<file path="config.mk">
export PLATFORM = sky130hd
export DESIGN_NAME = rs_encoder_line_pack_out_ctrl
export DESIGN_NICKNAME = d
export VERILOG_FILES = /design/src/rtl/rs_encoder_line_pack_out_ctrl.sv
export SDC_FILE = /design/constraint.sdc
export NUM_CORES = 1
export LEC_CHECK = 0
export ABC_AREA = 1
export CAP_MARGIN = 40
export CORE_ASPECT_RATIO = 0.75
export CORE_MARGIN = 2
export CORE_UTILIZATION = 42
export DETAILED_ROUTE_END_ITERATION = 7
export DONT_BUFFER_PORTS = 1
export PLACE_DENSITY = 0.64
export SLEW_MARGIN = 20
export SYNTH_ARGS = -nofsm -noshare
export SYNTH_HDL_FRONTEND = slang
export SYNTH_SLANG_ARGS = --single-unit
</file>
<file path="constraint.sdc">
create_clock -name clk -period 2.3 [get_ports clk]
set_clock_uncertainty 0.1 [all_clocks]
set_input_delay 0.46 -clock clk [delete_from_list [all_inputs] [get_ports clk]]
set_output_delay 0.46 -clock clk [all_outputs]
set_load 0.005 [all_outputs]
</file>
<file path="src/rtl/rs_encoder_line_pack_out_ctrl.sv">
// Drains a bank of Reed-Solomon encoder units round-robin and packs each codeword's byte stream into LINE_W-bit lines.
// Latency: a line is presented the cycle after its last byte is accepted; one LINE_OUT cycle minimum per line.
// Backpressure: byte rdy is low while a line is pending or the unit-done handshake is open; the line is held stable until dst rdy.
//
// Ports:
//   clk, rst                  clock, synchronous active-high reset
//   encoder_out_byte_val/byte byte stream from the unit selected by out_unit_sel
//   out_encoder_byte_rdy      byte accepted when val && rdy
//   out_unit_sel              unit currently being drained
//   encoder_dst_line_*        packed line (byte 0 at the MSB end), pad byte count, last-line flag, val
//   dst_encoder_line_rdy      destination accepts the line
//   out_ctrl_in_ctrl_done     current unit fully drained
//   in_ctrl_out_ctrl_done     input controller acknowledges done
//   stat_codewords            completed-codeword counter, present only when RS_LINE_PACK_STATS_EN is defined
//
// Parity placement: PARITY_PACK=0 starts parity on a fresh line (last data line padded);
// PARITY_PACK=1 packs parity directly after the data bytes.
module rs_encoder_line_pack_out_ctrl #(
    parameter int NUM_RS_UNITS   = 4,
    parameter int NUM_RS_UNITS_W = (NUM_RS_UNITS > 1) ? $clog2(NUM_RS_UNITS) : 1,
    parameter int LINE_W         = 256,
    parameter int DATA_BYTES     = 223,
    parameter int PARITY_BYTES   = 32,
    parameter int PARITY_PACK    = 0
) (
    input  logic                          clk,
    input  logic                          rst,
    input  logic                          encoder_out_byte_val,
    input  logic [7:0]                    encoder_out_byte,
    output logic                          out_encoder_byte_rdy,
    output logic [NUM_RS_UNITS_W-1:0]     out_unit_sel,
    output logic                          encoder_dst_line_val,
    output logic [LINE_W-1:0]             encoder_dst_line_data,
    output logic [$clog2(LINE_W/8)-1:0]   encoder_dst_line_pad,
    output logic                          encoder_dst_line_last,
    input  logic                          dst_encoder_line_rdy,
    output logic                          out_ctrl_in_ctrl_done,
`ifdef RS_LINE_PACK_STATS_EN
    output logic [31:0]                   stat_codewords,
`endif
    input  logic                          in_ctrl_out_ctrl_done
);

    localparam int BPL    = LINE_W / 8;
    localparam int TOTAL  = DATA_BYTES + PARITY_BYTES;
    localparam int CNT_W  = $clog2(TOTAL + 1);
    localparam int FILL_W = $clog2(BPL + 1);
    localparam int PAD_W  = $clog2(BPL);

    localparam logic [CNT_W-1:0]          TOTAL_C   = CNT_W'(TOTAL);
    localparam logic [CNT_W-1:0]          DATA_C    = CNT_W'(DATA_BYTES);
    localparam logic [FILL_W-1:0]         BPL_C     = FILL_W'(BPL);
    localparam logic [NUM_RS_UNITS_W-1:0] LAST_UNIT = NUM_RS_UNITS_W'(NUM_RS_UNITS - 1);

    typedef enum logic [1:0] {
        ST_READY     = 2'd0,
        ST_COLLECT   = 2'd1,
        ST_LINE_OUT  = 2'd2,
        ST_UNIT_DONE = 2'd3
    } state_t;

    state_t                      state_q, state_d;
    logic [NUM_RS_UNITS_W-1:0]   unit_sel_q, unit_sel_d;
    logic [CNT_W-1:0]            byte_idx_q, byte_idx_d;
    logic [FILL_W-1:0]           fill_q, fill_d;
    logic [LINE_W-1:0]           line_q, line_d;

    logic [LINE_W-1:0]           line_wr;
    logic [FILL_W-1:0]           fill_inc;
    logic [CNT_W-1:0]            idx_inc;
    logic                        line_full;
    logic                        cw_done;

    // Line buffer with the incoming byte dropped into slot fill_q.
    always_comb begin
        line_wr = line_q;
        for (int i = 0; i < BPL; i++) begin
            if (fill_q == FILL_W'(i)) begin
                line_wr[LINE_W-1-8*i -: 8] = encoder_out_byte;
            end
        end
    end

    assign fill_inc = fill_q + FILL_W'(1);
    assign idx_inc  = byte_idx_q + CNT_W'(1);

    // A line closes when it is full, when the data region ends and parity
    // must start on a fresh line, or when the codeword ends.
    assign line_full = (fill_inc == BPL_C)
                    || ((PARITY_PACK == 0) && (idx_inc == DATA_C))
                    || (idx_inc == TOTAL_C);

    always_comb begin
        state_d               = state_q;
        unit_sel_d            = unit_sel_q;
        byte_idx_d            = byte_idx_q;
        fill_d                = fill_q;
        line_d                = line_q;
        cw_done               = 1'b0;
        out_encoder_byte_rdy  = 1'b0;
        encoder_dst_line_val  = 1'b0;
        encoder_dst_line_data = line_q;
        encoder_dst_line_pad  = '0;
        encoder_dst_line_last = 1'b0;
        out_ctrl_in_ctrl_done = 1'b0;

        case (state_q)
            ST_READY: begin
                out_encoder_byte_rdy = 1'b1;
                unit_sel_d           = '0;
                byte_idx_d           = '0;
                fill_d               = '0;
                line_d               = '0;
                if (encoder_out_byte_val) begin
                    line_d     = line_wr;
                    fill_d     = fill_inc;
                    byte_idx_d = idx_inc;
                    // A one-byte data region with fresh-line parity closes
                    // the line straight away.
                    state_d    = line_full ? ST_LINE_OUT : ST_COLLECT;
                end
            end

            ST_COLLECT: begin
                out_encoder_byte_rdy = 1'b1;
                if (encoder_out_byte_val) begin
                    line_d     = line_wr;
                    fill_d     = fill_inc;
                    byte_idx_d = idx_inc;
                    if (line_full) begin
                        state_d = ST_LINE_OUT;
                    end
                end
            end

            ST_LINE_OUT: begin
                encoder_dst_line_val  = 1'b1;
                encoder_dst_line_pad  = PAD_W'(BPL_C - fill_q);
                encoder_dst_line_last = (byte_idx_q == TOTAL_C);
                if (dst_encoder_line_rdy) begin
                    fill_d  = '0;
                    line_d  = '0;
                    state_d = (byte_idx_q == TOTAL_C) ? ST_UNIT_DONE : ST_COLLECT;
                end
            end

            ST_UNIT_DONE: begin
                out_ctrl_in_ctrl_done = 1'b1;
                if (in_ctrl_out_ctrl_done) begin
                    cw_done    = 1'b1;
                    byte_idx_d = '0;
                    if (unit_sel_q == LAST_UNIT) begin
                        unit_sel_d = '0;
                        state_d    = ST_READY;
                    end else begin
                        unit_sel_d = unit_sel_q + NUM_RS_UNITS_W'(1);
                        state_d    = ST_COLLECT;
                    end
                end
            end

            default: begin
                state_d               = state_t'('x);
                unit_sel_d            = 'x;
                byte_idx_d            = 'x;
                fill_d                = 'x;
                line_d                = 'x;
                cw_done               = 1'bx;
                out_encoder_byte_rdy  = 1'bx;
                encoder_dst_line_val  = 1'bx;
                encoder_dst_line_data = 'x;
                encoder_dst_line_pad  = 'x;
                encoder_dst_line_last = 1'bx;
                out_ctrl_in_ctrl_done = 1'bx;
            end
        endcase
    end

    always_ff @(posedge clk) begin
        if (rst) begin
            state_q    <= ST_READY;
            unit_sel_q <= '0;
            byte_idx_q <= '0;
            fill_q     <= '0;
            line_q     <= '0;
        end else begin
            state_q    <= state_d;
            unit_sel_q <= unit_sel_d;
            byte_idx_q <= byte_idx_d;
            fill_q     <= fill_d;
            line_q     <= line_d;
        end
    end

    assign out_unit_sel = unit_sel_q;

`ifdef RS_LINE_PACK_STATS_EN
    // Completed-codeword count; wraps naturally at 2^32.
    always_ff @(posedge clk) begin
        if (rst) begin
            stat_codewords <= '0;
        end else if (cw_done) begin
            stat_codewords <= stat_codewords + 32'd1;
        end
    end
`else
    logic unused_cw_done;
    assign unused_cw_done = cw_done;
`endif

endmodule

</file>
==> results of run 1 <==
layer usage:
| metal | part of all wire [%] | track usage, % | wire (µm) |
|---|---|---|---|
| met1 | 45 | 27.3 | 12700 |
| met2 | 43 | 31.7 | 12100 |
| met3 | 10 | 8.12 | 2830 |
| met4 | 2.7 | 6.27 | 776 |
| met5 | 0 | 0 | 0 |
what timing repair did:
item / CTS / global route
pin swaps: 2 / 1
hold endpoints to repair: 13 / 0
setup endpoints to repair: 3 / 5
gates resized for setup: 15 / 16
setup buffers: 1 / 2
hold buffers: 2 / 0
placed cells by master (no fill, tap or decap), types with 5 or more instances in the layout:
cell,n
nor2_1,272
nand4_1,26
clkbuf_8,6
inv_1,36
nor3_1,5
ha_1,8
a21oi_1,16
clkbuf_16,27
nand2_1,58
a211oi_1,245
o21ai_0,8
inv_4,5
buf_12,5
nand3_1,19
buf_4,26
inv_2,32
nor2_4,5
dfxtp_1,269
a211oi_2,14
clkinv_2,6
flip-flops by register name (all words and copies together) (netlist names):
signal                 flops
fill_q                     6
encoder_dst_line_data    256
out_unit_sel               2
state_q                    2
byte_idx_q                 8
final cells by class:
| cell class | count | area [µm²] |
|---|---|---|
| clock buffer | 37 | 773 |
| clock inverter | 12 | 103 |
| fill | 2416 | 13200 |
| inverter | 74 | 295 |
| multi-input combinational | 701 | 4090 |
| sequential | 274 | 5490 |
| tap | 338 | 423 |
| timing repair buffer | 34 | 327 |
power by group:
group / internal (µW) / switching, µW / total, µW
clock network: 2470 / 1850 / 4320
logic: 764 / 1930 / 2700
registers: 4920 / 161 / 5080
metrics by stage:
step | instance area [µm²] | instances
floorplan | 10500 | 1141
global placement | 10500 | 1416
detailed placement | 10500 | 1416
CTS | 11400 | 1468
global route | 11500 | 1470
finish | 11500 | 1470
logic make-up (layout without fill, tap and decap cells):
family	Yosys count	in the layout	synth area share, %
buffers and inverters	166	157	9.22
DFF	274	274	52.4
and+or+nand+nor	400	400	16.2
xor gates and xnor gates	2	2	0.167
AOI/OAI and AO/OA	288	288	20.7
adders and majority gates	11	11	1.31
worst max-delay path, cell delays in order, from the launching register on:
cell and delay, ns:
dfxtp_4 0.37, inv_4 0.07, ha_4 0.13, inv_2 0.05
nor2_4 0.15, o21ai_2 0.07, a21oi_2 0.15, buf_4 0.15
final timing paths:
check / endpoint / cells after the start / startpoint / slack (ns)
worst max-delay path: encoder_dst_line_pad[4] / 7 / fill_q[0] / 0.07
worst min-delay path: byte_idx_q[5] / 3 / in_ctrl_out_ctrl_done / 0.08
worst max register to register: encoder_dst_line_data[255] / 11 / state_q[1] / 0.25
worst min register to register: byte_idx_q[6] / 2 / byte_idx_q[6] / 0.38
==> flow_metrics.tcl, run 1 <==
set metrics [dict create \
    status "completed" \
    final_hold_viol_count 0 \
    utilization_pct 46.6 \
    clock_latency_ns 0.54 \
    ctsLongestPathBuffers 3 \
    yosysTopAreaCell "dfxtp_1" \
    fin_tns_setup_ns 0 \
    cts_tree "built" \
    grt_pass1_wl_mm 43.6 \
    row_count 50 \
    wl_per_cell_um 19.3 \
    setup_ws_ns 0.0695 \
    dr_total_vias 7830 \
    ios 280 \
    cts_max_level 1 \
    netlist_instances 1141 \
    cts.sinks 274 \
    final_layout_size_suffix_gt1_share_pct 14.0 \
    cts_buffers 27 \
    die_w_um 186 \
    fmax_ghz 0.448 \
    yosys_warnings 0 \
    die-area_um2 26200 \
    grt_antenna_before_repair 0 \
    drtIter0Drc 369 \
    setup_violations 0 \
    place_ws_ns 0.176 \
    coreArea_um2 24700 \
    min_path_type "input port to flop" \
    peakVddDrop_uv 517 \
    start_kind "flop" \
    grt_use_total_pct 20.8 \
    worstMarginPinSlew_ns 0.541 \
    synth_most_common_cell "dfxtp_1" \
    maxSlewHeadroom_pct 63.8 \
    dp_hpwl_mm 18.7 \
    synth_top_area_share_pct 52.4 \
    p_per_area_nw_per_um2 1050 \
    grt_max_degree 70 \
    cap_violations 0 \
    slew_violations 0 \
    die_y_um 141 \
    grt_pass1_vias 7077 \
    synth.top_cells.by_count "274 x dfxtp_1, 273 x nor2_1, 245 x a211oi_1" \
    rsz0062_at_grt "true" \
    root_buffer "clkbuf_16" \
    syn_nets 1165 \
    p_leak_uw 0.00397 \
    wl_mm 28.4 \
    drt-pass1-iter-count 5 \
    yosysSeqAreaShare_pct 52.4 \
    ys_ff_latch 274 \
    required_ns 1.74 \
    synth_area_leaders "dfxtp_1 52%, a211oi_1 18%, nor2_1 9.8%" \
    period_needed_ns 2.23 \
    drc 0 \
    critPathKind "flop to primary output" \
    routabilityCongestion 0.880 \
    ant_nets 0 \
    overflow 0 \
    ys.flop_type "dfxtp_1" \
    synth_area_um2 10500 \
    initial_core_util_pct 42.4 \
    power_uw 12100 \
    syn2layout_area_growth_pct 9.89 \
    path_max_fanout 6 \
    worstPathArrival_ns 1.67 \
    fin_crit_sh_pct 97.0 \
    endpoint_kind "primary output" \
    synth_edf_count 0 \
    syn_avg_cell_area_um2 9.18 \
    finalHoldWorstSlack_ns 0.0822 \
    via_per_inst 5.33 \
    path_clk_slew_ns 0.06 \
    port_buffers 0 \
    async_reset_ff_share_pct 0 \
    nets 1136 \
    post_synth_num_cell_types 31 \
    antenna_cells 0 \
]
(Power assumes the default switching activity.)
==> inputs of run 2 (changes only) <==
--- a/config.mk
+++ b/config.mk
@@ -7,12 +7,14 @@
 export LEC_CHECK = 0
 export ABC_AREA = 1
 export CAP_MARGIN = 40
+export CELL_PAD_IN_SITES_DETAIL_PLACEMENT = 1
+export CELL_PAD_IN_SITES_GLOBAL_PLACEMENT = 1
 export CORE_ASPECT_RATIO = 0.75
 export CORE_MARGIN = 2
 export CORE_UTILIZATION = 42
 export DETAILED_ROUTE_END_ITERATION = 7
 export DONT_BUFFER_PORTS = 1
-export PLACE_DENSITY = 0.64
+export PLACE_DENSITY = 0.8
 export SLEW_MARGIN = 20
 export SYNTH_ARGS = -nofsm -noshare
 export SYNTH_HDL_FRONTEND = slang
==> run 2 against run 1 <==
Fmax grew 1.0%. Die area unchanged. Cell count shrank 0.27%. First-iteration DRC count down 12%.
==> flow_metrics.tcl, run 2 (synthesis results as in run 1) <==
set metrics [dict create \
    dp_hpwl_mm 20.8 \
    syn2layout_area_growth_pct 10.7 \
    cap_violations 0 \
    cts_buffers 27 \
    finalHoldWorstSlack_ns 0.0978 \
    wl_per_cell_um 21.7 \
    port_buffers 0 \
    period_needed_ns 2.21 \
    die-area_um2 26200 \
    pwr-share-seq_pct 40.5 \
    slowest_stage "dfxtp_1" \
    final_hold_viol_count 0 \
    fmax_ghz 0.453 \
    p_sw_uw 4080 \
    layoutNonFillerInstCount 1466 \
    root_buffer "clkbuf_16" \
    nets 1132 \
    worstMarginPinSlew_ns 0.701 \
    max_stage_delay_ns 0.35 \
    critical_path_buf_inv_count 2 \
    post-place-cells 1412 \
    grt_max_degree 49 \
    p_leak_uw 0.00398 \
    maxSlewHeadroom_pct 53.0 \
    initial_core_util_pct 42.4 \
    cts.sinks 274 \
    start_kind "flop" \
    via_per_inst 5.50 \
    ios 280 \
    die_w_um 186 \
    combPwrFrac_pct 21.6 \
    path_max_fanout 6 \
    final_layout_size_suffix_gt1_share_pct 13.9 \
    slew_violations 0 \
    peakVddDrop_uv 578 \
    coreArea_um2 24700 \
    overflow 0 \
    setup_violations 0 \
    grt_use_total_pct 23.4 \
    die_y_um 141 \
    regToRegStartpoint "state_q[0]" \
    critPathKind "flop to primary output" \
    crit_family "flip-flops" \
    wl_mm 31.9 \
    hold_start "in_ctrl_out_ctrl_done" \
    routabilityCongestion 0.825 \
    worstPathArrival_ns 1.65 \
    place_ws_ns 0.00752 \
    switching_share_pct 32.5 \
    cp-startpoint "state_q[0]" \
    largest_reg_flops 256 \
    drtIter0Drc 323 \
    status "completed" \
    clock_latency_ns 0.55 \
    ant_nets 0 \
    setup_ws_ns 0.0923 \
    cts_max_level 1 \
    min_path_type "input port to flop" \
    drc 0 \
    layout_common_cells "270 x nor2_1, 270 x dfxtp_1, 245 x a211oi_1" \
    dr_total_vias 8056 \
    drt-pass1-iter-count 4 \
    rsz0062_at_grt "true" \
    grt_pass1_wl_mm 48.8 \
    grt_antenna_before_repair 0 \
    ctsLongestPathBuffers 3 \
    cts_tree "built" \
    path_clk_slew_ns 0.07 \
    required_ns 1.74 \
    fin_crit_sh_pct 96.0 \
    internal_power_uw 8490 \
    p_per_area_nw_per_um2 1080 \
    grt_pass1_vias 8008 \
    endpoint_kind "primary output" \
    power_uw 12600 \
    antenna_cells 0 \
    row_count 50 \
    cp_cell_sequence "inv_2, ha_2, buf_6, o21ai_0, a21oi_2" \
    pwr-share-clk_pct 38.0 \
]
[run 2: cell count changes in the layout (fill, tap and decap cells not counted), sizes merged]
cell    delta
buf        -4
bufinv     +3
inv        -3
clkbuf     +1
clkinv     -1
[run 2: metrics by stage]
| stage | cell area (µm²) | utilization [%] | setup TNS [ns] |
|---|---|---|---|
| 5_1_grt | 11600 | 46.9 | -0.0328 |
| 4_1_cts | 11500 | 46.6 | 0 |
| 3_3_place_gp | 10500 | 42.4 | 0 |
| 2_1_floorplan | 10500 | - | 0 |
| 6_report | 11600 | 46.9 | 0 |
| 3_5_place_dp | 10500 | 42.4 | 0 |
[run 2: metal layers]
metal	GRT usage (%)	part of all wire [%]	wire length, µm	vias to the layer above
li1	-	-	-	3943
met1	29.5	44	14000	3830
met2	37.7	44	14100	236
met3	9.61	9.9	3150	47
met4	5.52	2.0	628	0
met5	0	0	0	-
[run 2: power groups by stage]
stage	logic, µW	registers [µW]	clock network, µW
CTS	2650	5080	4870
detailed placement	2590	5180	0
finish	2710	5090	4770
global placement	2520	5180	0
floorplan	2220	5130	0
global route	3000	5100	5060
[run 2: path summary, 6_finish.rpt]
path,end,slack (ns),depth (start not counted)
min reg2reg,byte_idx_q[6],0.39,2
min,byte_idx_q[5],0.1,3
max,encoder_dst_line_pad[2],0.09,5
max reg2reg,encoder_dst_line_data[193],0.11,7
[run 2: area by class of cell]
type                            instances  area, µm²
Inverter                               74        304
Timing Repair Buffer                   30        309
Fill cell                            2794      13100
Tap cell                              338        423
Clock inverter                         11        180
Clock buffer                           38        787
Multi-Input combinational cell        701       4100
Sequential cell                       274       5490
[run 2: worst reg2reg max path, delay by kind of cell, from the launching register on]
family	cells	cell delay [ns]
AOI/OAI and AO/OA	2	0.47
adders and majority gates	1	0.33
buffers and inverters	2	0.34
DFF	1	0.39
and+or+nand+nor	2	0.40
[run 2: repair_timing]
action	CTS	global route
setup endpoints to repair	13	49
resized for setup	15	23
hold buffers	2	0
pin swaps	3	2
hold endpoints to repair	13	0
buffers inserted	1	2
==> inputs of run 3 (changes only) <==
--- a/config.mk
+++ b/config.mk
@@ -10,7 +10,7 @@
 export CELL_PAD_IN_SITES_DETAIL_PLACEMENT = 1
 export CELL_PAD_IN_SITES_GLOBAL_PLACEMENT = 1
 export CORE_ASPECT_RATIO = 0.75
-export CORE_MARGIN = 2
+export CORE_MARGIN = 1.5
 export CORE_UTILIZATION = 42
 export DETAILED_ROUTE_END_ITERATION = 7
 export DONT_BUFFER_PORTS = 1
==> run 3 against run 2 <==
Sequential power about the same. Core utilization up 0.68 points. Sequential cell count is the same. Sequential share of layout area is 0.27 points higher. Worst setup slack worse by 0.049 ns. Total power shrank 2.6%.
==> flow_metrics.tcl, run 3 (synthesis results as in run 1) <==
set metrics [dict create \
    worstPathArrival_ns 1.70 \
    worstMarginPinSlew_ns 0.609 \
    cts.sinks 274 \
    via_per_inst 5.52 \
    final_area_um2 11500 \
    regToRegStartpoint "state_q[1]" \
    combPwrFrac_pct 21.8 \
    fmax_ghz 0.443 \
    internal_power_uw 8240 \
    drt-pass1-iter-count 4 \
    die-area_um2 25900 \
    ant_nets 0 \
    ctsLongestPathBuffers 3 \
    switching_share_pct 32.7 \
    start_kind "flop" \
    p_sw_uw 4000 \
    status "completed" \
    initial_core_util_pct 43.2 \
    clock_latency_ns 0.53 \
    setup_ws_ns 0.0431 \
    maxSlewHeadroom_pct 59.4 \
    grt_use_total_pct 23.8 \
    wl_per_cell_um 21.7 \
    cts_buffers 27 \
    endpoint_kind "primary output" \
    antenna_cells 0 \
    drtIter0Drc 336 \
    root_buffer "clkbuf_16" \
    setup_violations 0 \
    drc 0 \
    pwr-share-clk_pct 36.7 \
    cp-startpoint "byte_idx_q[0]" \
    grt_max_degree 51 \
    worstReg2RegEnd "encoder_dst_line_data[233]" \
    fillerInstances 2742 \
    pwr-share-seq_pct 41.5 \
    cp_cell_sequence "ha_2, nand2_1, inv_2, nand2_2, nor3_4" \
    final_hold_viol_count 0 \
    cts_max_level 1 \
    overflow 0 \
    power_uw 12200 \
    peakVddDrop_uv 595 \
    largest_reg_flops 256 \
    die_w_um 185 \
    fin_crit_sh_pct 98.1 \
    period_needed_ns 2.26 \
    dp_hpwl_mm 20.7 \
    ff2ff_setup_slack_ns 0.12 \
    seq_area_um2 5490 \
    dr_total_vias 8080 \
    layout_common_cells "271 x nor2_1, 271 x dfxtp_1, 244 x a211oi_1" \
    critical_path_buf_inv_count 1 \
    routabilityCongestion 0.836 \
    postPlaceCellArea_um2 10500 \
    cap_violations 0 \
    grt_antenna_before_repair 0 \
    slowest_stage "dfxtp_1" \
    ff2ff_path_depth 10 \
    rsz0062_at_grt "true" \
    hold_start "in_ctrl_out_ctrl_done" \
    crit_family "simple AND/OR/NAND/NOR gates" \
    crit_end "encoder_dst_line_last" \
    path_max_fanout 4 \
    syn2layout_area_growth_pct 10.1 \
    critPathKind "flop to primary output" \
    p_leak_uw 0.00395 \
    path_clk_slew_ns 0.06 \
    final_layout_size_suffix_gt1_share_pct 13.7 \
    port_buffers 0 \
    slew_violations 0 \
    nets 1136 \
    wl_mm 31.8 \
    ios 280 \
    grt_pass1_wl_mm 48.2 \
    multi_input_area_um2 4100 \
    cts_tree "built" \
    p_per_area_nw_per_um2 1060 \
    max_stage_delay_ns 0.36 \
    coreArea_um2 24200 \
    row_count 49 \
    die_y_um 140 \
    crit_cells 5 \
    required_ns 1.74 \
    place_ws_ns 0.0996 \
    grt_pass1_vias 8136 \
    min_path_type "input port to flop" \
]
==> run 3: layout make-up <==
| type | instances | area share (%) |
|---|---|---|
| Clock buffer | 42 | 6.96 |
| Multi-Input combinational cell | 701 | 35.5 |
| Clock inverter | 8 | 0.868 |
| Sequential cell | 274 | 47.6 |
| Tap cell | 331 | 3.59 |
| Inverter | 74 | 2.70 |
| Timing Repair Buffer | 34 | 2.72 |
==> run 3: per-stage QoR <==
step | util, % | cells | setup TNS, ns | hold slack, ns
after global routing | 47.6 | 1464 | -0.0217 | 0.142
after CTS | 47.1 | 1457 | -0.0435 | 0.0776
final | 47.6 | 1464 | 0 | 0.0994
after floorplan | - | 1141 | 0 | 0.358
after global placement | 43.2 | 1405 | 0 | 0.363
after detailed placement | 43.2 | 1405 | 0 | 0.380
==> run 3: repair_timing <==
item | CTS | global route
buffers inserted | 0 | 7
hold endpoints to repair | 13 | 0
pin swaps | 0 | 3
hold buffers | 2 | 0
gates resized for setup | 8 | 33
setup endpoints to repair | 3 | 124
==> run 3: power groups by stage <==
stage | logic (µW) | registers (µW) | clock network, µW
3_3_place_gp | 2500 | 5170 | 0
3_5_place_dp | 2580 | 5180 | 0
6_report | 2670 | 5080 | 4490
4_1_cts | 2610 | 5080 | 4580
2_1_floorplan | 2220 | 5130 | 0
5_1_grt | 2940 | 5100 | 4740
==> run 3: worst min-delay path by stage <==
stage / end / slack (ns) / cells past startpoint
finish: byte_idx_q[5] / 0.1 / 3
global route: state_q[1] / 0.14 / 3
CTS: byte_idx_q[5] / 0.08 / 3
detailed placement: byte_idx_q[6] / 0.38 / 2
global placement: byte_idx_q[7] / 0.36 / 2
floorplan: byte_idx_q[4] / 0.36 / 2
==> run 3: worst min-delay path: stages <==
cell	delay (ns)
nor2_1	0.06
nor2_1	0.10
a211oi_1	0.07
==> run 3: metal layers <==
metal | GRT usage, % | up-vias | routed length, µm | share of wire (%)
li1 | - | 3932 | - | -
met1 | 30.1 | 3882 | 13800 | 43
met2 | 38.9 | 229 | 14300 | 45
met3 | 8.66 | 37 | 3160 | 9.9
met4 | 4.66 | 0 | 524 | 1.6
met5 | 0 | - | 0 | 0
